<file path="src/rtl/svm_dot_accum.sv">
// svm_dot_accum: saturating dot-product accumulator at the consumer end of
// the multiplier product stream. It runs in lockstep with the multiplier
// because both blocks share the same start and svm_enable nets.
//
// Ports:
//   clk, rst_n  - rising-edge clock, synchronous active-low reset
//   svm_enable  - global enable; 0 freezes every register (stall)
//   start       - level; held high for the whole operation
//   busy_four   - multiplier busy; 0 means data_four is valid every cycle
//   data_four   - signed product from the multiplier
//   vec_len     - number of products to sum, captured when start is seen
//   acc_out     - signed saturated sum, held until the next operation
//   acc_valid   - one-enabled-cycle pulse while acc_out is final
//   acc_busy    - high from operation start through the acc_valid cycle
//   overflow    - sticky saturation flag, cleared at operation start
module svm_dot_accum #(
   parameter int DATA_WIDTH = 32,
   parameter int ACC_WIDTH  = 40,
   parameter int LEN_WIDTH  = 8
) (
   input  logic                  clk,
   input  logic                  rst_n,
   input  logic                  svm_enable,
   input  logic                  start,
   input  logic                  busy_four,
   input  logic [DATA_WIDTH-1:0] data_four,
   input  logic [LEN_WIDTH-1:0]  vec_len,
   output logic [ACC_WIDTH-1:0]  acc_out,
   output logic                  acc_valid,
   output logic                  acc_busy,
   output logic                  overflow
);

   typedef enum logic [2:0] {IDLE, FILL, ACCUM, DONE, WAIT_LOW} state_t;

   localparam logic [ACC_WIDTH-1:0] ACC_MAX = {1'b0, {(ACC_WIDTH-1){1'b1}}};
   localparam logic [ACC_WIDTH-1:0] ACC_MIN = {1'b1, {(ACC_WIDTH-1){1'b0}}};

   state_t                 state_q;
   logic [ACC_WIDTH-1:0]   acc_q, acc_d;
   logic [ACC_WIDTH-1:0]   acc_out_q;
   logic [LEN_WIDTH-1:0]   cnt_q, cnt_d;
   logic [LEN_WIDTH-1:0]   len_q;
   logic                   valid_q, busy_q, ovf_q, ovf_d;

   logic [ACC_WIDTH:0]     data_ext, sum_w;
   logic                   sat_pos, sat_neg;

   // One guard bit above the accumulator: the top two bits of the sum
   // disagree exactly when the true result left the ACC_WIDTH range.
   always_comb begin
      data_ext = {{(ACC_WIDTH+1-DATA_WIDTH){data_four[DATA_WIDTH-1]}}, data_four};
      sum_w    = {acc_q[ACC_WIDTH-1], acc_q} + data_ext;
      sat_pos  = ~sum_w[ACC_WIDTH] &  sum_w[ACC_WIDTH-1];
      sat_neg  =  sum_w[ACC_WIDTH] & ~sum_w[ACC_WIDTH-1];
      acc_d    = sum_w[ACC_WIDTH-1:0];
      if (sat_pos) acc_d = ACC_MAX;
      if (sat_neg) acc_d = ACC_MIN;
      ovf_d    = ovf_q | sat_pos | sat_neg;
      cnt_d    = cnt_q + LEN_WIDTH'(1);
   end

   // The result is published on entry to DONE, so the DONE cycle itself is
   // the acc_valid cycle and acc_busy naturally covers it.
   always_ff @(posedge clk) begin
      if (!rst_n) begin
         state_q   <= IDLE;
         acc_q     <= '0;
         acc_out_q <= '0;
         cnt_q     <= '0;
         len_q     <= '0;
         valid_q   <= 1'b0;
         busy_q    <= 1'b0;
         ovf_q     <= 1'b0;
      end else if (svm_enable) begin
         case (state_q)
            IDLE: begin
               if (start) begin
                  len_q  <= vec_len;
                  acc_q  <= '0;
                  cnt_q  <= '0;
                  ovf_q  <= 1'b0;
                  busy_q <= 1'b1;
                  if (vec_len == '0) begin
                     state_q   <= DONE;
                     valid_q   <= 1'b1;
                     acc_out_q <= '0;
                  end else begin
                     state_q <= FILL;
                  end
               end
            end
            FILL: begin
               if (!start) begin
                  state_q <= IDLE;
                  busy_q  <= 1'b0;
               end else if (!busy_four) begin
                  acc_q <= acc_d;
                  ovf_q <= ovf_d;
                  cnt_q <= LEN_WIDTH'(1);
                  if (len_q == LEN_WIDTH'(1)) begin
                     state_q   <= DONE;
                     valid_q   <= 1'b1;
                     acc_out_q <= acc_d;
                  end else begin
                     state_q <= ACCUM;
                  end
               end
            end
            ACCUM: begin
               // The multiplier streams back-to-back once it has filled, so
               // busy_four is no longer consulted here.
               if (!start) begin
                  state_q <= IDLE;
                  busy_q  <= 1'b0;
               end else begin
                  acc_q <= acc_d;
                  ovf_q <= ovf_d;
                  cnt_q <= cnt_d;
                  if (cnt_d == len_q) begin
                     state_q   <= DONE;
                     valid_q   <= 1'b1;
                     acc_out_q <= acc_d;
                  end
               end
            end
            DONE: begin
               valid_q <= 1'b0;
               busy_q  <= 1'b0;
               state_q <= start ? WAIT_LOW : IDLE;
            end
            WAIT_LOW: begin
               // Start must fall before another operation can begin.
               if (!start) state_q <= IDLE;
            end
            default: state_q <= IDLE;
         endcase
      end
   end

   assign acc_out   = acc_out_q;
   assign acc_valid = valid_q;
   assign acc_busy  = busy_q;
   assign overflow  = ovf_q;

endmodule

</file>
<file path="config.mk">
export PLATFORM = sky130hd
export DESIGN_NAME = svm_dot_accum
export DESIGN_NICKNAME = d
export VERILOG_FILES = /design/src/rtl/svm_dot_accum.sv
export SDC_FILE = /design/constraint.sdc
export NUM_CORES = 1
export LEC_CHECK = 0
export ABC_AREA = 1
export BUFFER_PORTS_ARGS = -buffer_cell sky130_fd_sc_hd__buf_2
export CAP_MARGIN = 20
export CORE_AREA = 2 2 125 127
export CTS_CLUSTER_SIZE = 14
export DETAILED_ROUTE_END_ITERATION = 6
export DIE_AREA = 0 0 127 129
export PLACE_DENSITY = 0.81
export SLEW_MARGIN = 10
export SYNTH_ARGS = -nofsm -noshare
export SYNTH_HDL_FRONTEND = slang
export SYNTH_SLANG_ARGS = --single-unit
</file>
<file path="constraint.sdc">
create_clock -name clk -period 3.4 [get_ports clk]
set_clock_uncertainty 0.15 [all_clocks]
set_input_delay 0 -clock clk [delete_from_list [all_inputs] [get_ports clk]]
set_output_delay 0 -clock clk [all_outputs]
set_load 0.01 [all_outputs]
</file>
==> reports/summary.txt, run 1 <==
status: finished clean
critical path type: reg2reg
Cell Area, Synth: 7325 um^2
H-tree depth: 3
adder-cell share of the synthesized area: 0.07277
Critical Path RT: 3.53 ns
largest family of logic cells by synthesized area: simple AND/OR/NAND/NOR gates
commonest cells after routing, fill and taps aside: 396 x nand2_1, 130 x inv_1, 127 x a21oi_1
Via density: 5.242
Compound-Gate Fraction of Synth Area: 0.1857
Routed WL: 19650 um
CTS tree: yes
Rows: 45
metal2 WL: 8711 um
Setup TNS Final: 0 ns
GRT Resource Usage Total: 0.2445
ys flop type: dfxtp_1
CORE AREA: 14980 um^2
antenna violations before repair: 0
share of layout cells above drive strength 1: 0.1320
Crit Path Max Fanout: 22
# DRC: 0
Final setup viols: 0
hold path cells: 6
Num CTS Buffers: 9
largest net degree at the start of global routing: 55
met1 WL: 9612 um
Slew @ Worst Pin: 0.6813 ns
ys async rst share: 0
clock root buffer master: clkbuf_16
RSZ-0062 raised after global routing: no
worst min-delay path category: in2reg
Area growth syn-to-layout: 13.58%
EDFF count, synth: 0
Die X: 127 um
first-pass GRT wire length: 33110 um
Synth Area in XOR/XNOR: 0.03348
placed cell areas: 7899 um^2
HPWL Detailed: 14980 um
maximum VDD drop: 0.0003930 V
first drt pass iteration count: 7
WL per Instance: 13.59 um
maximum clock rate: 329.5 MHz
Syn Nets: 1257
post-synthesis instance total: 1170
Final Wtd Congestion: 0.9519
Yosys cell types: 41
CTS max path bufs: 2
post-route design area: 8319 um^2
crit share post-route: 0.8927
final hold violations: 0
vias in the first global route: 7069
Yosys top cell by area: dfxtp_1
fin worst setup slack: 0.3649 ns
number of buffers added on ports: 87
vias: 7580
max-slew violations: 0
element type at the critical path end: register
PwrDens: 476.3 nW/um^2
Synth Area in Simple Gates: 0.3355
io pins: 88
Rel. slew slack: 0.5427
most common cell after layout, fill and taps aside: nand2_1
Yosys warnings: 0
Yosys reg bits: 102
post-synthesis mux area share: 0
Die Span Y: 129 um
worst skew pair latency: 0.36 ns
area of the die: 16380 um^2
# clock sinks: 102
Starting Density: 0.4891
pre-CTS setup slack: 0.4245 ns
fin crit period: 3.035 ns
Synth area leaders: dfxtp_1 28%, nand2_1 20%, a21oi_1 8.7%
post-synthesis sequential area ratio: 0.2788
1st-iter DRT viols: 563
Final nets: 1340
syn_area_per_cell: 6.260 um^2
antenna-violating nets left: 0
GRT Residual Overflow: 0
CP arrival: 3.17 ns
Leakage: 0.004203 uW
max-cap violation count: 0
critical path startpoint category: register
highest metal used: met4
R2R cell count: 16
metal3 WL: 1043 um
Clock transition at path regs: 0.08 ns
Yosys top cell area share: 0.2788
n_diodes: 0
Final Power: 3962 uW
## synth_stat cells (5+ instances only)
| library cell | instances |
|---|---|
| clkbuf_1 | 20 |
| nand3b_1 | 6 |
| nand3_1 | 35 |
| buf_2 | 14 |
| nand2_2 | 7 |
| xor2_1 | 11 |
| nor4_1 | 5 |
| nand4_1 | 17 |
| xnor2_1 | 17 |
| a21oi_2 | 23 |
| o21ai_0 | 73 |
| nand2_1 | 396 |
| dfxtp_1 | 102 |
| ha_1 | 41 |
| inv_1 | 130 |
| nor3_1 | 8 |
| a21oi_1 | 127 |
| o21bai_1 | 5 |
| nor2_1 | 88 |
| nand2_4 | 10 |
## per-layer routing
| layer | vias to the layer above | GRT usage |
|---|---|---|
| met3 | 24 | 0.04366 |
| met4 | 0 | 0.05753 |
| li1 | 3943 | - |
| met1 | 3406 | 0.3418 |
| met5 | - | 0 |
| met2 | 207 | 0.3944 |
## path summary, 6_finish.rpt
| path | endpoint | slack [ns] | startpoint |
|---|---|---|---|
| setup / recovery | acc_q[28]$_SDFFE_PN0P_ | 0.36 | acc_q[0]$_SDFFE_PN0P_ |
| hold / removal | acc_out[0]$_SDFFE_PN0P_ | 0.02 | data_four[0] |
| setup reg to reg | acc_q[28]$_SDFFE_PN0P_ | 0.36 | acc_q[0]$_SDFFE_PN0P_ |
| hold reg to reg | acc_q[39]$_SDFFE_PN0P_ | 0.33 | acc_q[39]$_SDFFE_PN0P_ |
## power by group
part	total [uW]	switching (uW)	internal [uW]
registers	1390	71.8	1320
clock network	1020	505	515
logic	1550	1020	534
## worst max-delay path: stages, from the launching register on
cell	delay, ns
dfxtp_1	0.32
ha_1	0.22
fa_1	0.44
nand2_1	0.10
nand2_1	0.06
nand3_1	0.08
nand2_1	0.13
nand2_1	0.11
nand3_2	0.13
nand2_2	0.10
nand2_1	0.07
nand2_1	0.08
nand2_2	0.07
a21oi_4	0.15
buf_4	0.39
nand2_1	0.15
a21oi_1	0.20
## per-stage QoR
step           instances    util  hold slack, ns
3_5_place_dp        1417  0.5274          0.1447
3_3_place_gp        1417  0.5274          0.1444
6_report            1446  0.5555         0.02208
4_1_cts             1446  0.5555        0.004472
2_1_floorplan       1170       -         0.01866
5_1_grt             1446  0.5555         0.07592
## flip-flops by register name, summed over array words and instances, names as in the netlist
| signal | count |
|---|---|
| acc_out | 40 |
| len_q | 8 |
| acc_q | 40 |
| state_q | 3 |
| acc_valid | 1 |
| acc_busy | 1 |
| cnt_q | 8 |
| overflow | 1 |
## what timing repair did
action | CTS | global route
endpoints found under the hold margin | 14 | 0
buffers inserted | 0 | 0
hold buffers | 13 | 0
resized for setup | 0 | 0
## cell families (layout without fill, tap and decap cells)
group / Yosys count / count (layout)
AO/OA/AOI/OAI: 244 / 244
flip-flops: 102 / 102
adder cells (fa/ha/maj): 42 / 42
AND/OR/NAND/NOR: 584 / 584
XOR/XNOR: 28 / 28
buffers and inverters: 170 / 258
## final cells by class
class,count,area (um^2)
flip-flops and latches,102,2042
clock inverters,7,65.06
clock buffers,9,225.2
well taps,188,235.2
fillers,1471,6658
inverters,132,495.5
repair buffers,110,653.1
multi-input cells,898,4603
No activity file was read; power rests on OpenSTA's default activity.
==> inputs of run 2 (changes only) <==
- CTS_BUF_LIST: default -> sky130_fd_sc_hd__clkbuf_2
- PLACE_DENSITY: 0.81 -> default
- PLACE_DENSITY_LB_ADDON: default -> 0.25
==> run 2 against run 1 <==
Net effect:
- final cell count is 3.5% higher
- register-to-register slack worse by 0.18 ns
- cell area increased by 4.8%
- setup slack got worse by 0.18 ns
- global-route usage is 0.80 points higher
- critical endpoint is now state_q[2]$_SDFFE_PN0P_
- highest routed layer unchanged
==> reports/summary.txt, run 2 (same netlist as run 1, synthesis figures left out) <==
max-slew violations: 0 (unchanged)
antenna-violating nets left: 0 (unchanged)
Setup TNS Final: 0 ns (unchanged)
slowest CP cell: dlygate4sd3_1 (was fa_1)
critical path startpoint category: register (unchanged)
Final nets: 1388 (was 1340)
Rel. slew slack: 0.4797 (was 0.5427)
CTS tree: yes (unchanged)
Rows: 45 (unchanged)
antenna violations before repair: 1 (was 0)
Area growth syn-to-layout: 19.01% (was 13.58%)
Via density: 5.127 (was 5.242)
maximum VDD drop: 0.0002352 V (was 0.0003930 V)
final hold violations: 0 (unchanged)
GRT Resource Usage Total: 0.2525 (was 0.2445)
io pins: 88 (unchanged)
non-filler cells, final: 1496 (was 1446)
critical path type: reg2reg (unchanged)
# clock sinks: 102 (unchanged)
Crit Path Max Fanout: 5 (was 22)
fin crit period: 3.218 ns (was 3.035 ns)
Routed WL: 20410 um (was 19650 um)
GRT Residual Overflow: 0 (unchanged)
crit share post-route: 0.9464 (was 0.8927)
number of buffers added on ports: 87 (unchanged)
Setup Buffers After CTS: 0 (unchanged)
CP Buf/Inv Count: 2 (was 1)
status: finished clean (unchanged)
PwrDens: 437.1 nW/um^2 (was 476.3 nW/um^2)
# DRC: 0 (unchanged)
Final setup viols: 0 (unchanged)
Die Span Y: 129 um (unchanged)
Leakage: 0.004372 uW (was 0.004203 uW)
HPWL Detailed: 14990 um (was 14980 um)
CP arrival: 3.68 ns (was 3.17 ns)
placed instance count: 1415 (was 1417)
CTS max path bufs: 2 (unchanged)
vias in the first global route: 6979 (was 7069)
Starting Density: 0.4891 (unchanged)
element type at the critical path end: register (unchanged)
Crit path top cell by count: nand2_1 (unchanged)
clock root buffer master: clkbuf_2 (was clkbuf_16)
Die X: 127 um (unchanged)
Slew @ Worst Pin: 0.7804 ns (was 0.6813 ns)
area of the die: 16380 um^2 (unchanged)
Num CTS Buffers: 9 (unchanged)
commonest cells after routing, fill and taps aside: 395 x nand2_1, 130 x inv_1, 127 x a21oi_1 (was 396 x nand2_1, 130 x inv_1, 127 x a21oi_1)
WL per Instance: 13.64 um (was 13.59 um)
max-cap violation count: 0 (unchanged)
worst skew pair latency: 0.66 ns (was 0.36 ns)
critical path cell sequence: ha_1 -> nand4_1 -> o21ai_1 -> nand2_1 -> nand2_1 -> nand2_1 -> nor2_1 -> nand3b_1 -> nand2_1 -> nand4_1 -> dlygate4sd3_1 -> a21oi_1 -> dlygate4sd3_1 (was ha_1 -> fa_1 -> nand2_1 -> nand2_1 -> nand3_1 -> nand2_1 -> nand2_1 -> nand3_2 -> nand2_2 -> nand2_1 -> nand2_1 -> nand2_2 -> a21oi_4 -> buf_4 -> nand2_1 -> a21oi_1)
Crit path max-delay family: buffers and inverters (was simple AND/OR/NAND/NOR gates)
Final Wtd Congestion: 0.9163 (was 0.9519)
vias: 7670 (was 7580)
worst min-delay path category: in2reg (unchanged)
max incr delay on CP: 0.61 ns (was 0.44 ns)
first-pass GRT wire length: 33720 um (was 33110 um)
Critical Path RT: 3.87 ns (was 3.53 ns)
1st-iter DRT viols: 498 (was 563)
share of layout cells above drive strength 1: 0.1256 (was 0.1320)
most common cell after layout, fill and taps aside: nand2_1 (unchanged)
largest net degree at the start of global routing: 81 (was 55)
CORE AREA: 14980 um^2 (unchanged)
maximum clock rate: 310.8 MHz (was 329.5 MHz)
first drt pass iteration count: 5 (was 7)
Clock transition at path regs: 0.27 ns (was 0.08 ns)
H-tree depth: 3 (unchanged)
Fillers: 1538 (was 1471)
-- run 2: cell count changes in the layout (fill, tap and decap cells not counted), moves of 2 or more --
cell,change
buf_4,-3
bufinv_16,+4
clkbuf_16,-9
clkbuf_2,+9
clkinv_1,+2
diode_2,+2
dlygate4sd3_1,+50
inv_6,-2
inv_8,-2
-- run 2: worst reg2reg max path, cell delays in order (launching register included) --
cell and delay (ns):
dfxtp_2 0.43, ha_1 0.24, nand4_1 0.16, o21ai_1 0.19, nand2_1 0.09, nand2_1 0.06
nand2_1 0.04, nor2_1 0.12, nand3b_1 0.15, nand2_1 0.15, nand4_1 0.10, dlygate4sd3_1 0.61
a21oi_1 0.14, dlygate4sd3_1 0.56
-- run 2: power breakdown --
| group | switching (uW) | internal (uW) |
|---|---|---|
| combinational | 1030 | 578 |
| sequential | 71.5 | 1320 |
| clock | 424 | 386 |
-- run 2: worst paths after layout --
| check | start | end | slack, ns | cells after the start |
|---|---|---|---|---|
| worst min register to register | cnt_q[6]$_SDFFE_PN0P_ | cnt_q[6]$_SDFFE_PN0P_ | 0.35 | 2 |
| worst max register to register | cnt_q[0]$_SDFFE_PN0P_ | state_q[2]$_SDFFE_PN0P_ | 0.18 | 13 |
| worst max-delay path | cnt_q[0]$_SDFFE_PN0P_ | state_q[2]$_SDFFE_PN0P_ | 0.18 | 13 |
| worst min-delay path | data_four[0] | acc_q[0]$_SDFFE_PN0P_ | 0.22 | 7 |
-- run 2: repair_timing --
item                                   4_1_cts  5_1_grt
hold buffers                                63        0
setup endpoints to repair                    0        2
resized for setup                            0        3
endpoints found under the hold margin      101        0
-- run 2: area by class of cell --
class | count | area (um^2) | area share
diodes | 2 | 5.005 | 0.0005741
clock buffers | 9 | 45.04 | 0.005167
clock inverters | 7 | 136.4 | 0.01565
inverters | 132 | 495.5 | 0.05684
multi-input cells | 898 | 4606 | 0.5283
flip-flops and latches | 102 | 2043 | 0.2344
well taps | 188 | 235.2 | 0.02698
repair buffers | 158 | 1151 | 0.1321
-- run 2: stage by stage --
step | power (uW) | util | hold WS, ns | instance area [um^2] | setup slack, ns
after floorplan | 2567 | - | 0.01866 | 7325 | 0.8797
after global placement | 2922 | 0.5272 | 0.1476 | 7896 | 0.5645
after detailed placement | 2931 | 0.5272 | 0.1564 | 7896 | 0.4233
after CTS | 3812 | 0.5815 | 0.1789 | 8708 | 0.1454
after global routing | 4090 | 0.5820 | 0.2230 | 8717 | -0.008405
final | 3810 | 0.5820 | 0.2205 | 8717 | 0.1823
-- run 2: layer usage --
layer / GRT usage / wire length, um / up-vias
met5: 0 / 0 / -
met2: 0.3985 / 8768 / 204
met3: 0.03617 / 1072 / 35
met4: 0.08533 / 452 / 0
li1: - / - / 4037
met1: 0.3555 / 10110 / 3394
==> inputs of run 3 (changes only) <==
- CORE_AREA: 2 2 125 127 -> 2 2 119 132
- DIE_AREA: 0 0 127 129 -> 0 0 121 134
- PLACE_DENSITY: default -> 0.69
- PLACE_DENSITY_LB_ADDON: 0.25 -> default
==> run 3 against run 2 <==
Net effect:
- hold slack better by 0.024 ns
- largest power group unchanged
- highest routed layer unchanged
- final cell count up 0.87%
- sequential power about the same
- first-iteration DRC count down 33%
- routed wire length down 3.2%
- combinational power about the same
- setup slack better by 0.30 ns
- maximum frequency up 10%
==> reports/summary.txt, run 3 (same netlist as run 1, synthesis figures left out) <==
Die X: 121 um (was 127 um)
Slew @ Worst Pin: 0.7426 ns (was 0.7804 ns)
io pins: 88 (unchanged)
# DRC: 0 (unchanged)
crit share post-route: 0.8593 (was 0.9464)
vias in the first global route: 7292 (was 6979)
Min Hold Slack: 0.2446 ns (was 0.2205 ns)
Clock Power Share: 0.185 (was 0.213)
share of layout cells above drive strength 1: 0.1304 (was 0.1256)
Critical Path RT: 3.80 ns (was 3.87 ns)
critical path type: reg2reg (unchanged)
Final nets: 1393 (was 1388)
maximum VDD drop: 0.0002011 V (was 0.0002352 V)
CP arrival: 3.32 ns (was 3.68 ns)
CORE AREA: 14880 um^2 (was 14980 um^2)
met1 WL: 8663 um (was 10110 um)
metal3 WL: 801 um (was 1072 um)
Sw Pwr: 1516 uW (was 1521 uW)
metal2 WL: 9643 um (was 8768 um)
placed instance count: 1424 (was 1415)
non-filler cells, final: 1509 (was 1496)
first-pass GRT wire length: 33060 um (was 33720 um)
Clock transition at path regs: 0.28 ns (was 0.27 ns)
RSZ-0062 raised after global routing: no
post-route design area: 8732 um^2 (was 8717 um^2)
critical path startpoint category: register (unchanged)
status: finished clean (unchanged)
GRT Resource Usage Total: 0.2484 (was 0.2525)
Leakage: 0.004377 uW (was 0.004372 uW)
max-slew violations: 0 (unchanged)
Die Span Y: 134 um (was 129 um)
internal power: 2161 uW (was 2289 uW)
first drt pass iteration count: 5 (unchanged)
maximum clock rate: 342.3 MHz (was 310.8 MHz)
Setup TNS Final: 0 ns (unchanged)
CTS tree: yes (unchanged)
vias: 7708 (was 7670)
antenna-violating nets left: 0 (unchanged)
Flop pwr share: 0.379 (was 0.366)
element type at the critical path end: register (unchanged)
Area growth syn-to-layout: 19.22% (was 19.01%)
antenna violations before repair: 2 (was 1)
worst skew pair latency: 0.63 ns (was 0.66 ns)
fin crit period: 2.921 ns (was 3.218 ns)
Rows: 47 (was 45)
worst min-delay path category: in2reg (unchanged)
number of buffers added on ports: 87 (unchanged)
largest net degree at the start of global routing: 81 (unchanged)
highest metal used: met4 (unchanged)
WL per Instance: 13.09 um (was 13.64 um)
final hold violations: 0 (unchanged)
Routed WL: 19760 um (was 20410 um)
CTS max path bufs: 2 (unchanged)
Crit Path Max Fanout: 40 (was 5)
H-tree depth: 3 (unchanged)
most common cell after layout, fill and taps aside: nand2_1 (unchanged)
max-cap violation count: 0 (unchanged)
clock root buffer master: clkbuf_2 (unchanged)
Sw Ratio: 0.4122 (was 0.3993)
Rel. slew slack: 0.5049 (was 0.4797)
placed cell areas: 7914 um^2 (was 7896 um^2)
PwrDens: 421.1 nW/um^2 (was 437.1 nW/um^2)
Starting Density: 0.4923 (was 0.4891)
# clock sinks: 102 (unchanged)
Final setup viols: 0 (unchanged)
area of the die: 16210 um^2 (was 16380 um^2)
commonest cells after routing, fill and taps aside: 395 x nand2_1, 130 x inv_1, 127 x a21oi_1 (unchanged)
Num CTS Buffers: 9 (unchanged)
Final Wtd Congestion: 0.9884 (was 0.9163)
GRT Residual Overflow: 0 (unchanged)
HPWL Detailed: 14700 um (was 14990 um)
Via density: 5.108 (was 5.127)
Gate power share: 0.436 (was 0.421)
1st-iter DRT viols: 336 (was 498)
run 3: power groups by stage:
| stage | Combinational (uW) | Clock [uW] | Sequential [uW] |
|---|---|---|---|
| floorplan | 1140 | 0 | 1420 |
| finish | 1600 | 681 | 1390 |
| detailed placement | 1510 | 0 | 1420 |
| global route | 1810 | 741 | 1410 |
| CTS | 1590 | 703 | 1390 |
| global placement | 1500 | 0 | 1410 |
run 3: path summary, 6_finish.rpt:
check / startpoint / to / slack (ns) / depth (start not counted)
min: start / state_q[1]$_SDFFE_PN0P_ / 0.24 / 6
max reg2reg: acc_q[0]$_SDFFE_PN0P_ / acc_q[24]$_SDFFE_PN0P_ / 0.48 / 17
max: acc_q[0]$_SDFFE_PN0P_ / acc_q[24]$_SDFFE_PN0P_ / 0.48 / 17
min reg2reg: cnt_q[1]$_SDFFE_PN0P_ / cnt_q[1]$_SDFFE_PN0P_ / 0.35 / 2
run 3: area by class of cell:
| class | instances | area, um^2 |
|---|---|---|
| Antenna cell | 2 | 5.005 |
| Fill cell | 1486 | 6146 |
| Sequential cell | 102 | 2047 |
| Tap cell | 196 | 245.2 |
| Clock buffer | 9 | 45.04 |
| Clock inverter | 7 | 95.09 |
| Multi-Input combinational cell | 898 | 4608 |
| Inverter | 132 | 495.5 |
| Timing Repair Buffer | 163 | 1191 |
run 3: timing repair:
| action | 4_1_cts | 5_1_grt |
|---|---|---|
| endpoints found under the setup margin | 0 | 1 |
| hold endpoints to repair | 102 | 0 |
| setup buffers | 0 | 3 |
| hold buffers | 65 | 0 |
| resized for setup | 0 | 6 |
run 3: worst max-delay path, stage by stage, from the launching register on:
cell,delay (ns)
dfxtp_1,0.37
ha_1,0.22
fa_1,0.43
nand2_1,0.09
nand2_1,0.06
nand3_1,0.08
nand2_1,0.12
nand2_1,0.11
nand3_2,0.12
nand2_2,0.10
nand2_1,0.07
nand2_1,0.07
nand2_1,0.07
nand2_1,0.07
buf_4,0.37
nand2_1,0.17
nand2_4,0.11
a21oi_2,0.05
run 3: metal layers:
metal / vias up / GRT usage
met5: - / 0
met4: 0 / 0.1014
met3: 52 / 0.03912
met2: 205 / 0.4444
met1: 3409 / 0.2935
li1: 4042 / -
run 3: stage by stage:
| step | setup slack [ns] | utilization | total power [uW] |
|---|---|---|---|
| global route | 0.1453 | 0.5869 | 3956 |
| finish | 0.4785 | 0.5869 | 3677 |
| global placement | 0.5751 | 0.5319 | 2915 |
| CTS | 0.07757 | 0.5851 | 3683 |
| detailed placement | 0.4966 | 0.5319 | 2923 |
| floorplan | 0.8797 | - | 2567 |
